File: config.mk
export PLATFORM = sky130hd
export DESIGN_NAME = multicycle_control_flat
export DESIGN_NICKNAME = d
export VERILOG_FILES = /design/src/rtl/multicycle_control_if.sv /design/src/rtl/multicycle_control.sv /design/src/flat_wrapper.sv
export SDC_FILE = /design/constraint.sdc
export NUM_CORES = 1
export LEC_CHECK = 0
export CAP_MARGIN = 25
export CORE_MARGIN = 3
export CORE_UTILIZATION = 43
export DETAILED_ROUTE_END_ITERATION = 10
export GPL_ROUTABILITY_DRIVEN = 0
export GPL_TIMING_DRIVEN = 1
export MAX_ROUTING_LAYER = met4
export PLACE_DENSITY = 0.94
export SYNTH_ARGS = -nofsm -noshare
export SYNTH_HDL_FRONTEND = slang
export SYNTH_SLANG_ARGS = --single-unit
File: constraint.sdc
create_clock -name clk -period 4.45 [get_ports clk]
set_input_delay 0.89 -clock clk [delete_from_list [all_inputs] [get_ports clk]]
set_output_delay 0.89 -clock clk [all_outputs]
set_load 0.03 [all_outputs]
File: src/rtl/multicycle_control_if.sv
// multicycle_control_if: opcode/handshake inputs and datapath control outputs of the main control FSM
interface multicycle_control_if;
    logic [5:0] opcode;
    logic       mem_ready;
    logic [1:0] ALUop;
    logic       alu_src_a;
    logic [1:0] alu_src_b;
    logic       pc_write;
    logic       pc_write_cond;
    logic [1:0] pc_source;
    logic       i_or_d;
    logic       mem_read;
    logic       mem_write;
    logic       ir_write;
    logic       reg_dst;
    logic       mem_to_reg;
    logic       reg_write;
    logic       instr_done;
    logic       illegal_op;
    logic [3:0] state;

    modport master (
        input  opcode, mem_ready,
        output ALUop, alu_src_a, alu_src_b, pc_write, pc_write_cond, pc_source, i_or_d,
               mem_read, mem_write, ir_write, reg_dst, mem_to_reg, reg_write, instr_done,
               illegal_op, state
    );

    modport slave (
        output opcode, mem_ready,
        input  ALUop, alu_src_a, alu_src_b, pc_write, pc_write_cond, pc_source, i_or_d,
               mem_read, mem_write, ir_write, reg_dst, mem_to_reg, reg_write, instr_done,
               illegal_op, state
    );
endinterface

File: src/rtl/multicycle_control.sv
// multicycle_control: main control FSM sequencing the multicycle MIPS datapath
module multicycle_control #(
    parameter logic [5:0] OP_RTYPE = 6'b000000,
    parameter logic [5:0] OP_LW    = 6'b100011,
    parameter logic [5:0] OP_SW    = 6'b101011,
    parameter logic [5:0] OP_BEQ   = 6'b000100,
    parameter logic [5:0] OP_J     = 6'b000010,
    parameter logic [5:0] OP_ADDI  = 6'b001000
) (
    input  logic                        clk,
    input  logic                        reset_n,
    multicycle_control_if.master        bus
);
    typedef enum logic [3:0] {
        FETCH   = 4'd0,
        DECODE  = 4'd1,
        MEMADR  = 4'd2,
        MEMRD   = 4'd3,
        MEMWB   = 4'd4,
        MEMWR   = 4'd5,
        EXEC    = 4'd6,
        RTYPEWB = 4'd7,
        BRANCH  = 4'd8,
        JUMP    = 4'd9,
        ADDIEX  = 4'd10,
        ADDIWB  = 4'd11
    } state_t;

    state_t     cur, nxt, dec;
    logic [1:0] alu_op, src_b, pc_src;
    logic       src_a, pcw, pcwc, iod, mrd, mwr, irw, rdst, m2r, rw, done, ill;

    // state register; reset returns to FETCH
    always_ff @(posedge clk)
        cur <= reset_n ? nxt : FETCH;

    // next state and Moore outputs; while in reset decode as FETCH with every enable masked
    always_comb begin
        alu_op = 2'b00;
        src_a  = 1'b0;
        src_b  = 2'b00;
        pcw    = 1'b0;
        pcwc   = 1'b0;
        pc_src = 2'b00;
        iod    = 1'b0;
        mrd    = 1'b0;
        mwr    = 1'b0;
        irw    = 1'b0;
        rdst   = 1'b0;
        m2r    = 1'b0;
        rw     = 1'b0;
        done   = 1'b0;
        ill    = 1'b0;
        dec    = reset_n ? cur : FETCH;
        nxt    = cur;
        case (dec)
            FETCH: begin
                mrd   = 1'b1;
                src_b = 2'b01;
                irw   = bus.mem_ready;
                pcw   = bus.mem_ready;
                nxt   = bus.mem_ready ? DECODE : FETCH;
            end
            DECODE: begin
                src_b = 2'b11;
                case (bus.opcode)
                    OP_LW, OP_SW: nxt = MEMADR;
                    OP_RTYPE:     nxt = EXEC;
                    OP_BEQ:       nxt = BRANCH;
                    OP_J:         nxt = JUMP;
                    OP_ADDI:      nxt = ADDIEX;
                    default: begin
                        nxt  = FETCH;
                        ill  = 1'b1;
                        done = 1'b1;
                    end
                endcase
            end
            MEMADR: begin
                src_a = 1'b1;
                src_b = 2'b10;
                nxt   = bus.opcode == OP_SW ? MEMWR : MEMRD;
            end
            MEMRD: begin
                mrd = 1'b1;
                iod = 1'b1;
                nxt = bus.mem_ready ? MEMWB : MEMRD;
            end
            MEMWB: begin
                m2r  = 1'b1;
                rw   = 1'b1;
                done = 1'b1;
                nxt  = FETCH;
            end
            MEMWR: begin
                mwr  = 1'b1;
                iod  = 1'b1;
                done = bus.mem_ready;
                nxt  = bus.mem_ready ? FETCH : MEMWR;
            end
            EXEC: begin
                src_a  = 1'b1;
                alu_op = 2'b10;
                nxt    = RTYPEWB;
            end
            RTYPEWB: begin
                rdst = 1'b1;
                rw   = 1'b1;
                done = 1'b1;
                nxt  = FETCH;
            end
            BRANCH: begin
                src_a  = 1'b1;
                alu_op = 2'b01;
                pcwc   = 1'b1;
                pc_src = 2'b01;
                done   = 1'b1;
                nxt    = FETCH;
            end
            JUMP: begin
                pcw    = 1'b1;
                pc_src = 2'b10;
                done   = 1'b1;
                nxt    = FETCH;
            end
            ADDIEX: begin
                src_a = 1'b1;
                src_b = 2'b10;
                nxt   = ADDIWB;
            end
            ADDIWB: begin
                rw   = 1'b1;
                done = 1'b1;
                nxt  = FETCH;
            end
            default: nxt = FETCH;
        endcase
        if (!reset_n) {pcw, pcwc, mrd, mwr, irw, rw, done, ill} = '0;
    end

    assign bus.ALUop         = alu_op;
    assign bus.alu_src_a     = src_a;
    assign bus.alu_src_b     = src_b;
    assign bus.pc_write      = pcw;
    assign bus.pc_write_cond = pcwc;
    assign bus.pc_source     = pc_src;
    assign bus.i_or_d        = iod;
    assign bus.mem_read      = mrd;
    assign bus.mem_write     = mwr;
    assign bus.ir_write      = irw;
    assign bus.reg_dst       = rdst;
    assign bus.mem_to_reg    = m2r;
    assign bus.reg_write     = rw;
    assign bus.instr_done    = done;
    assign bus.illegal_op    = ill;
    assign bus.state         = cur;
endmodule

File: src/flat_wrapper.sv
// flat-port wrapper written by rule: the top's interface ports become plain ports
module multicycle_control_flat 
#(
    parameter logic [5:0] OP_RTYPE = 6'b000000,
    parameter logic [5:0] OP_LW    = 6'b100011,
    parameter logic [5:0] OP_SW    = 6'b101011,
    parameter logic [5:0] OP_BEQ   = 6'b000100,
    parameter logic [5:0] OP_J     = 6'b000010,
    parameter logic [5:0] OP_ADDI  = 6'b001000
)
  (clk, reset_n, bus_opcode, bus_mem_ready, bus_ALUop, bus_alu_src_a, bus_alu_src_b, bus_pc_write, bus_pc_write_cond, bus_pc_source, bus_i_or_d, bus_mem_read, bus_mem_write, bus_ir_write, bus_reg_dst, bus_mem_to_reg, bus_reg_write, bus_instr_done, bus_illegal_op, bus_state);
  multicycle_control_if bus_i ();
  input  logic clk;
  input  logic reset_n;
  input wire logic [$bits(bus_i.opcode)-1:0] bus_opcode;
  input wire logic [$bits(bus_i.mem_ready)-1:0] bus_mem_ready;
  output wire logic [$bits(bus_i.ALUop)-1:0] bus_ALUop;
  output wire logic [$bits(bus_i.alu_src_a)-1:0] bus_alu_src_a;
  output wire logic [$bits(bus_i.alu_src_b)-1:0] bus_alu_src_b;
  output wire logic [$bits(bus_i.pc_write)-1:0] bus_pc_write;
  output wire logic [$bits(bus_i.pc_write_cond)-1:0] bus_pc_write_cond;
  output wire logic [$bits(bus_i.pc_source)-1:0] bus_pc_source;
  output wire logic [$bits(bus_i.i_or_d)-1:0] bus_i_or_d;
  output wire logic [$bits(bus_i.mem_read)-1:0] bus_mem_read;
  output wire logic [$bits(bus_i.mem_write)-1:0] bus_mem_write;
  output wire logic [$bits(bus_i.ir_write)-1:0] bus_ir_write;
  output wire logic [$bits(bus_i.reg_dst)-1:0] bus_reg_dst;
  output wire logic [$bits(bus_i.mem_to_reg)-1:0] bus_mem_to_reg;
  output wire logic [$bits(bus_i.reg_write)-1:0] bus_reg_write;
  output wire logic [$bits(bus_i.instr_done)-1:0] bus_instr_done;
  output wire logic [$bits(bus_i.illegal_op)-1:0] bus_illegal_op;
  output wire logic [$bits(bus_i.state)-1:0] bus_state;
  assign bus_i.opcode = bus_opcode;
  assign bus_i.mem_ready = bus_mem_ready;
  assign bus_ALUop = bus_i.ALUop;
  assign bus_alu_src_a = bus_i.alu_src_a;
  assign bus_alu_src_b = bus_i.alu_src_b;
  assign bus_pc_write = bus_i.pc_write;
  assign bus_pc_write_cond = bus_i.pc_write_cond;
  assign bus_pc_source = bus_i.pc_source;
  assign bus_i_or_d = bus_i.i_or_d;
  assign bus_mem_read = bus_i.mem_read;
  assign bus_mem_write = bus_i.mem_write;
  assign bus_ir_write = bus_i.ir_write;
  assign bus_reg_dst = bus_i.reg_dst;
  assign bus_mem_to_reg = bus_i.mem_to_reg;
  assign bus_reg_write = bus_i.reg_write;
  assign bus_instr_done = bus_i.instr_done;
  assign bus_illegal_op = bus_i.illegal_op;
  assign bus_state = bus_i.state;
  multicycle_control #(.OP_RTYPE(OP_RTYPE), .OP_LW(OP_LW), .OP_SW(OP_SW), .OP_BEQ(OP_BEQ), .OP_J(OP_J), .OP_ADDI(OP_ADDI)) u_core (.clk(clk), .reset_n(reset_n), .bus(bus_i));
endmodule
==> results.md, run 1 <==
Outcome
• **run status** finished clean

Setup path
• **startpoint of the worst-slack reg-to-reg timing path** u_core.bus.state[0]$_SDFF_PN0_
• **worst reg2reg setup slack** 2.64 ns
• **start-to-end type of the worst setup path** in -> out
• **crit path max fanout** 6
• **reg-to-reg endpoint** u_core.bus.state[0]$_SDFF_PN0_
• **Req. time, crit path** 3.56 ns
• **number of cells on the worst reg-to-reg path** 4
• **kind of capture point of the worst setup path** output port
• **Arrival @ worst endpoint** 3.04 ns
• **startpoint type of the worst setup path** primary input

Timing
• **Fin Setup TNS** 0 ns
• **final hold viol count** 0
• **relative slew slack** 59.9%
• **Clock Skew** 0.00167 ns
• **final count of negative-setup-slack endpoints** 0
• **RSZ-0062 raised after global routing** false
• **final slew viol count** 0
• **min setup slack post-route** 0.520 ns
• **Highest Clock Rate** 254 MHz
• **post-route clock period utilization** 88.3%
• **slew of the pin with the lowest slew margin** 0.600 ns
• **fin crit period** 3.93 ns

Hold path
• **number of cells on the worst hold path** 3
• **startpoint of the tightest hold check path** u_core.bus.state[2]$_SDFF_PN0_
• **worst min-delay path class** reg -> reg
• **Hold Crit Endpoint** u_core.bus.state[3]$_SDFF_PN0_

Yosys
• **fraction of synthesized cell area in xor and xnor cells** 2.75%
• **synthesized-area fraction occupied by ao, oa, aoi and oai cells** 25.5%
• **most used flip-flop cell after synthesis** dfxtp_1
• **syn nets** 108
• **sequential-to-total area share from yosys stat** 12.5%
• **Synth Register Bits** 4
• **cells taking the most area after synthesis** dfxtp_1 (13%), nor3_1 (6.3%), nor2_1 (5.9%), a21oi_1 (5.5%), clkbuf_1 (4.1%)
• **number of synthesized flops with an enable pin** 0
• **post-synthesis instance area** 638 um^2
• **adder-cell area share of the yosys netlist** 0%
• **proportion of synthesized area in mux cells** 1.57%
• **syn avg cell area** 6.45 um^2
• **number of cells produced by synthesis** 99
• **Synth Area in Simple Gates** 47.3%
• **Post-synth ARST share** 0%
• **number of warnings reported in the yosys synthesis log** 0
• **combinational family with the most area after synthesis** simple AND/OR/NAND/NOR gates
• **Yosys top cell area share** 12.5%
• **cell accounting for the most synthesized area** dfxtp_1
• **count of unique library cells instantiated by Yosys** 39

Cells and area
• **most used cells in the layout excluding fill and tap cells** clkdlybuf4s50_1 (30), nor2_1 (10), nor3_1 (8)
• **share of cells above drive strength 1** 6.56%
• **fill cell instance count of the final layout** 114
• **leading cell type in the layout, fill and taps excluded** clkdlybuf4s50_1
• **footprint of the flip-flops and latches** 80.1 um^2
• **combined area of the multi-input logic cells** 492 um^2
• **final std cells w/o fill** 137
• **final instance area** 932 um^2
• **final net count** 133
• **relative area change from synthesis to final layout** 46.1%
• **flip-flop count of the largest register after layout** 4
• **antenna diode count** 0

Floorplan
• **horizontal die dimension** 44.5 um
• **number of rows created at floorplan** 13
• **die area** 1980 um^2
• **height of the die** 44.5 um
• **I/O pin count** 31
• **starting density of the core** 47.3%
• **core region area** 1350 um^2

Clocking
• **total setup buffers inserted after CTS** 0
• **maximum root-to-sink buffer count** 2
• **total number of H-tree levels** 1
• **CTS tree** built
• **root cell of the clock tree** clkbuf_4
• **number of buffers inserted for hold repair after clock tree synthesis** 0
• **register clock-pin slew on the reported worst setup and hold paths** 0.04 ns
• **number of buffers inserted during clock tree synthesis** 3
• **Sink Count** 4
• **Gates resized, CTS repair** 0
• **worst-skew pair later-pin latency** 0.24 ns

Drt
• **antenna-violating nets left** 0
• **total detailed-routing wirelength** 1880 um
• **total via count after detailed routing** 799
• **number of design rule violations left after detail routing** 0
• **detailed-routing iteration count for the pre-antenna-repair pass** 4
• **average detailed-routed wire length per instance** 13.7 um
• **number of vias per cell after detailed routing** 5.83
• **drt initial violations** 17

GRT
• **largest net degree at the start of global routing** 21
• **initial antenna violation count** 0
• **Tot GR Track Use** 20.7%
• **total congestion overflow** 0
• **first-pass GRT wire length** 2990 um
• **vias in the first global route** 655

Power
• **Worst IR Drop VDD** 0.0866 mV
• **LEAKAGE** 0.334 nW
• **cell area power density** 151 nW/um^2

Placement
• **DPL Wire Length** 1390 um
• **placed cell count** 134
• **area post-placement** 910 um^2
• **# port buffers** 30
• **worst slack after detailed placement** 0.523 ns

Flow run
• **Max-Cap Viols** 0

[report_power, final]
part	leakage, nW	switching, W	internal [W]
Combinational	0.287	0.0000287	0.0000250
Clock	0.0138	0.0000150	0.0000302
Sequential	0.0325	0.00000455	0.0000371
[Yosys cell counts, types with 2 or more instances]
cell	count
dfxtp_1	4
a31oi_1	2
nor3_1	8
and3_1	2
nand2b_1	4
o31ai_1	2
buf_4	2
nor2_1	10
nand2_1	7
nand3_1	4
buf_2	2
nor3b_1	2
a21oi_1	7
o211ai_1	2
nand3b_1	3
nor2b_1	3
xor2_1	2
clkbuf_1	7
o21ai_0	5
and2_1	2
[metal layers]
metal,share of wire [%],vias to the layer above,GRT usage [%],routed length [um]
li1,-,404,-,-
met1,43,362,26.9,800
met4,1.3,0,7.23,25
met5,0,-,-,0
met3,6.3,5,4.88,118
met2,50,28,30.9,938
[metrics by stage]
step	hold WS (ns)	util, %	total power [W]
detailed placement	0.799	67.4	0.0000953
global route	0.854	69.0	0.000150
floorplan	0.814	-	0.0000739
global placement	0.779	67.4	0.0000938
finish	0.814	69.0	0.000140
CTS	0.820	69.0	0.000142
[cell families (layout without fill, tap and decap cells)]
logic type	count (synthesis)	after routing
multiplexers	1	1
buffers and inverters	13	36
AND/OR/NAND/NOR	54	54
XOR/XNOR	2	2
AO/OA/AOI/OAI	25	25
flip-flops	4	4
[worst max-delay path, stage by stage]
cell and delay [ns]:
clkdlybuf4s50_1 0.47, or3b_1 0.45, a2111oi_2 0.40, and2_1 0.17, clkdlybuf4s50_1 0.66
[cell type report]
cell class,count,share of cell area (%)
multi-input cells,82,52.8
repair buffers,32,33.8
flip-flops and latches,4,8.59
clock buffers,3,2.42
well taps,15,2.01
inverters,1,0.403
[how the worst max path moves through the flow]
stage                  from  cells after the start          endpoint  slack, ns
floorplan           reset_n                      5  bus_pc_source[0]       0.99
global placement    reset_n                      5    bus_illegal_op       0.54
detailed placement  reset_n                      6      bus_ALUop[0]       0.52
CTS                 reset_n                      6      bus_ALUop[0]       0.51
global route        reset_n                      5    bus_illegal_op       0.43
finish              reset_n                      5    bus_illegal_op       0.52
Note: power is estimated with default switching activity, not from simulation.
==> inputs of run 2 (changes only) <==
--- a/config.mk
+++ b/config.mk
@@ -6,13 +6,16 @@
 export NUM_CORES = 1
 export LEC_CHECK = 0
 export CAP_MARGIN = 25
+export CELL_PAD_IN_SITES_DETAIL_PLACEMENT = 0
+export CELL_PAD_IN_SITES_GLOBAL_PLACEMENT = 1
+export CORE_ASPECT_RATIO = 1.25
 export CORE_MARGIN = 3
-export CORE_UTILIZATION = 43
+export CORE_UTILIZATION = 28
 export DETAILED_ROUTE_END_ITERATION = 10
 export GPL_ROUTABILITY_DRIVEN = 0
 export GPL_TIMING_DRIVEN = 1
 export MAX_ROUTING_LAYER = met4
-export PLACE_DENSITY = 0.94
+export PLACE_DENSITY = 0.93
 export SYNTH_ARGS = -nofsm -noshare
 export SYNTH_HDL_FRONTEND = slang
 export SYNTH_SLANG_ARGS = --single-unit
==> results.md, run 2 (synthesis gave the netlist of run 1 again) <==
Setup path
• **Arrival @ worst endpoint** 3.04 ns
• **crit path max fanout** 6
• **worst reg2reg setup slack** 2.72 ns
• **startpoint type of the worst setup path** primary input
• **startpoint of the worst-slack reg-to-reg timing path** u_core.bus.state[0]$_SDFF_PN0_
• **start-to-end type of the worst setup path** in -> out
• **end point of the critical path** bus_illegal_op
• **launching instance or port of the critical path** reset_n
• **Req. time, crit path** 3.56 ns
• **kind of capture point of the worst setup path** output port
• **reg-to-reg endpoint** u_core.bus.state[0]$_SDFF_PN0_
• **number of cells on the worst reg-to-reg path** 4

Clocking
• **worst-skew pair later-pin latency** 0.24 ns
• **number of buffers inserted during clock tree synthesis** 3
• **total number of H-tree levels** 1
• **maximum root-to-sink buffer count** 2
• **Gates resized, CTS repair** 0
• **root cell of the clock tree** clkbuf_4
• **total setup buffers inserted after CTS** 0
• **CTS tree** built
• **register clock-pin slew on the reported worst setup and hold paths** 0.04 ns
• **Sink Count** 4
• **number of buffers inserted for hold repair after clock tree synthesis** 0

Floorplan
• **number of rows created at floorplan** 18
• **die area** 2890 um^2
• **I/O pin count** 31
• **horizontal die dimension** 48.7 um
• **core region area** 2070 um^2
• **height of the die** 59.4 um
• **starting density of the core** 30.8%

Cells and area
• **footprint of the flip-flops and latches** 80.1 um^2
• **fill cell instance count of the final layout** 234
• **share of the core filled with cells in the final layout** 45.5%
• **leading cell type in the layout, fill and taps excluded** clkdlybuf4s50_1
• **flip-flop count of the largest register after layout** 4
• **combined area of the multi-input logic cells** 492 um^2
• **relative area change from synthesis to final layout** 47.8%
• **final instance area** 943 um^2
• **share of cells above drive strength 1** 5.79%
• **antenna diode count** 0
• **most used cells in the layout excluding fill and tap cells** clkdlybuf4s50_1 (30), nor2_1 (10), nor3_1 (8)
• **final net count** 132

Drt
• **drt initial violations** 20
• **average detailed-routed wire length per instance** 12.0 um
• **total detailed-routing wirelength** 1820 um
• **detailed-routing iteration count for the pre-antenna-repair pass** 4
• **number of vias per cell after detailed routing** 5.10
• **antenna-violating nets left** 0
• **total via count after detailed routing** 770
• **number of design rule violations left after detail routing** 0

Timing
• **Highest Clock Rate** 254 MHz
• **relative slew slack** 59.4%
• **RSZ-0062 raised after global routing** false
• **final count of negative-setup-slack endpoints** 0
• **Clock Skew** 0.00538 ns
• **final slew viol count** 0
• **post-route clock period utilization** 88.4%
• **Fin Setup TNS** 0 ns
• **final hold viol count** 0
• **fin crit period** 3.93 ns
• **slew of the pin with the lowest slew margin** 0.609 ns

GRT
• **initial antenna violation count** 0
• **met3 demand-to-capacity share in global routing** 2.52%
• **largest net degree at the start of global routing** 21
• **peak-usage layer in the global routing report** met2
• **M1 GR Usage** 14.2%
• **first-pass GRT wire length** 2920 um
• **Tot GR Track Use** 13.1%
• **vias in the first global route** 691
• **total congestion overflow** 0
• **global-route track usage on met2** 23.3%

Flow run
• **Max-Cap Viols** 0

Power
• **part of the power in combinational logic** 37.5%
• **internal power component** 0.0000922 W
• **clock share of power** 32.8%
• **switching power of the nets** 0.0000483 W
• **cell area power density** 149 nW/um^2
• **switching power as a share of total power** 34.4%
• **Total Power** 0.000140 W
• **LEAKAGE** 0.328 nW
• **Worst IR Drop VDD** 0.0875 mV
• **proportion of power drawn by flip-flops and latches** 29.7%

Placement
• **area post-placement** 921 um^2
• **# port buffers** 30
• **DPL Wire Length** 1370 um

Hold path
• **worst min-delay path class** reg -> reg

Outcome
• **run status** finished clean

[run 2: cell type report]
| type | instances | share of cell area (%) |
|---|---|---|
| inverters | 1 | 0.398 |
| well taps | 30 | 3.98 |
| repair buffers | 31 | 32.6 |
| multi-input cells | 82 | 52.1 |
| flip-flops and latches | 4 | 8.49 |
| clock buffers | 3 | 2.39 |
[run 2: how the worst min path moves through the flow]
stage,slack [ns],cells past startpoint,to,startpoint
floorplan,0.81,3,u_core.bus.state[1]$_SDFF_PN0_,u_core.bus.state[1]$_SDFF_PN0_
global placement,0.80,3,u_core.bus.state[0]$_SDFF_PN0_,u_core.bus.state[3]$_SDFF_PN0_
detailed placement,0.82,3,u_core.bus.state[0]$_SDFF_PN0_,u_core.bus.state[3]$_SDFF_PN0_
CTS,0.83,3,u_core.bus.state[0]$_SDFF_PN0_,u_core.bus.state[3]$_SDFF_PN0_
global route,0.91,3,u_core.bus.state[0]$_SDFF_PN0_,u_core.bus.state[3]$_SDFF_PN0_
finish,0.83,3,u_core.bus.state[0]$_SDFF_PN0_,u_core.bus.state[3]$_SDFF_PN0_
[run 2: metrics by stage]
stage / instances / worst slack [ns] / hold slack (ns)
4_1_cts: 151 / 0.503 / 0.828
2_1_floorplan: 99 / 0.989 / 0.814
5_1_grt: 151 / 0.385 / 0.912
3_3_place_gp: 148 / 0.525 / 0.799
3_5_place_dp: 148 / 0.505 / 0.817
6_report: 151 / 0.518 / 0.834
[run 2: power by group through the flow]
stage	clock, W	combinational (W)	sequential, W
2_1_floorplan	0	0.0000337	0.0000402
3_3_place_gp	0	0.0000524	0.0000421
3_5_place_dp	0	0.0000529	0.0000422
4_1_cts	0.0000468	0.0000530	0.0000417
5_1_grt	0.0000482	0.0000570	0.0000421
6_report	0.0000460	0.0000527	0.0000417
[run 2: layer usage]
layer	part of all wire [%]	routed length, um
met2	48	880
met3	3.7	68
met4	1.6	29
met1	46	836
met5	0	0
[run 2: worst max-delay path, cell delays in order]
cell	delay (ns)
clkdlybuf4s50_1	0.48
or3b_1	0.45
a2111oi_2	0.39
and2_1	0.17
clkdlybuf4s50_1	0.67
==> inputs of run 3 (changes only) <==
--- a/config.mk
+++ b/config.mk
@@ -5,17 +5,18 @@
 export SDC_FILE = /design/constraint.sdc
 export NUM_CORES = 1
 export LEC_CHECK = 0
+export ABC_CLOCK_PERIOD_IN_PS = 4450
 export CAP_MARGIN = 25
 export CELL_PAD_IN_SITES_DETAIL_PLACEMENT = 0
 export CELL_PAD_IN_SITES_GLOBAL_PLACEMENT = 1
-export CORE_ASPECT_RATIO = 1.25
 export CORE_MARGIN = 3
-export CORE_UTILIZATION = 28
+export CORE_UTILIZATION = 40
 export DETAILED_ROUTE_END_ITERATION = 10
+export DONT_BUFFER_PORTS = 1
 export GPL_ROUTABILITY_DRIVEN = 0
 export GPL_TIMING_DRIVEN = 1
 export MAX_ROUTING_LAYER = met4
-export PLACE_DENSITY = 0.93
+export PLACE_DENSITY = 0.86
 export SYNTH_ARGS = -nofsm -noshare
 export SYNTH_HDL_FRONTEND = slang
 export SYNTH_SLANG_ARGS = --single-unit
==> results.md, run 3 (synthesis gave the netlist of run 1 again) <==
Outcome
• **run status** finished clean

Timing
• **final count of negative-setup-slack endpoints** 0
• **final hold viol count** 0
• **Highest Clock Rate** 302 MHz
• **slew of the pin with the lowest slew margin** 1.01 ns
• **final slew viol count** 0
• **fin crit period** 3.32 ns
• **RSZ-0062 raised after global routing** false
• **Fin Setup TNS** 0 ns
• **post-route clock period utilization** 74.5%
• **relative slew slack** 32.3%
• **Clock Skew** 0.0128 ns

Setup path
• **Arrival @ worst endpoint** 2.43 ns
• **startpoint type of the worst setup path** flop
• **Req. time, crit path** 3.56 ns
• **kind of capture point of the worst setup path** output port
• **crit path max fanout** 15
• **start-to-end type of the worst setup path** reg -> out

Clocking
• **root cell of the clock tree** clkbuf_4
• **worst-skew pair later-pin latency** 0.24 ns
• **register clock-pin slew on the reported worst setup and hold paths** 0.05 ns
• **CTS tree** built
• **maximum root-to-sink buffer count** 2
• **total setup buffers inserted after CTS** 0
• **number of buffers inserted during clock tree synthesis** 3
• **Gates resized, CTS repair** 0
• **Sink Count** 4
• **number of buffers inserted for hold repair after clock tree synthesis** 0
• **total number of H-tree levels** 1

Cells and area
• **fill cell instance count of the final layout** 154
• **relative area change from synthesis to final layout** -1.37%
• **final std cells w/o fill** 106
• **flip-flop count of the largest register after layout** 4
• **most used cells in the layout excluding fill and tap cells** nor2_1 (10), a21oi_1 (7), nand2_1 (7), nor3_1 (7), o21ai_0 (5)
• **leading cell type in the layout, fill and taps excluded** nor2_1
• **share of the core filled with cells in the final layout** 45.0%
• **antenna diode count** 0
• **final net count** 102
• **share of cells above drive strength 1** 8.79%

GRT
• **initial antenna violation count** 0
• **total congestion overflow** 0
• **first-pass GRT wire length** 2520 um
• **Tot GR Track Use** 16.8%
• **vias in the first global route** 567
• **largest net degree at the start of global routing** 21

Hold path
• **worst min-delay path class** in -> reg

Floorplan
• **I/O pin count** 31
• **horizontal die dimension** 45.9 um
• **number of rows created at floorplan** 13
• **starting density of the core** 45.6%
• **core region area** 1400 um^2
• **height of the die** 45.9 um
• **die area** 2110 um^2

Power
• **cell area power density** 195 nW/um^2
• **Worst IR Drop VDD** 0.107 mV
• **LEAKAGE** 0.224 nW
• **Total Power** 0.000123 W

Drt
• **antenna-violating nets left** 0
• **total detailed-routing wirelength** 1630 um
• **total via count after detailed routing** 680
• **detailed-routing iteration count for the pre-antenna-repair pass** 4
• **number of design rule violations left after detail routing** 0
• **average detailed-routed wire length per instance** 15.4 um
• **drt initial violations** 24
• **number of vias per cell after detailed routing** 6.42

Placement
• **DPL Wire Length** 1160 um
• **# port buffers** 0
• **placed cell count** 103

Flow run
• **Max-Cap Viols** 0

-- run 3: changes by cell type in the layout (fill, tap and decap cells not counted) --
cell             before  now
clkdlybuf4s50_1      30    0
nor3_1                8    7
nor3_2                0    1
-- run 3: power breakdown --
group,switching (W),total (W),internal (W)
combinational,0.0000199,0.0000311,0.0000112
clock,0.0000174,0.0000478,0.0000304
sequential,0.00000694,0.0000439,0.0000370
total,0.0000442,0.000123,0.0000785
-- run 3: final timing paths --
path	to	from	slack, ns	cells past startpoint
worst max-delay path	bus_pc_source[0]	u_core.bus.state[3]$_SDFF_PN0_	1.13	3
worst min-delay path	u_core.bus.state[2]$_SDFF_PN0_	bus_opcode[1]	0.79	1
worst max register to register	u_core.bus.state[0]$_SDFF_PN0_	u_core.bus.state[0]$_SDFF_PN0_	2.42	4
worst min register to register	u_core.bus.state[0]$_SDFF_PN0_	u_core.bus.state[3]$_SDFF_PN0_	0.98	3
-- run 3: layer usage --
| metal | GRT usage (%) | vias to the layer above | part of all wire (%) |
|---|---|---|---|
| met2 | 23.1 | 25 | 46 |
| li1 | - | 338 | - |
| met5 | - | - | 0 |
| met1 | 21.9 | 310 | 45 |
| met4 | 7.95 | 0 | 2.1 |
| met3 | 5.14 | 7 | 7.0 |
-- run 3: cell type report --
class / count / area, um^2 / share of cell area [%]
well taps: 15 / 18.8 / 2.98
clock buffers: 3 / 22.5 / 3.58
multi-input cells: 82 / 497 / 78.9
repair buffers: 1 / 7.51 / 1.19
flip-flops and latches: 4 / 80.1 / 12.7
inverters: 1 / 3.75 / 0.596
-- run 3: worst max-delay path: stages (launching register included) --
cell and delay (ns):
dfxtp_1 0.77, inv_1 0.27, or2_2 0.39, nor3_2 0.75
-- run 3: through the flow --
stage                     area [um^2]  hold slack, ns  worst slack [ns]
final                             629           0.787              1.13
after global routing              629           0.778             0.981
after CTS                         629           0.784              1.13
after detailed placement          607           0.968              1.35
after global placement            607           0.941              1.36
after floorplan                   638           0.814             0.989
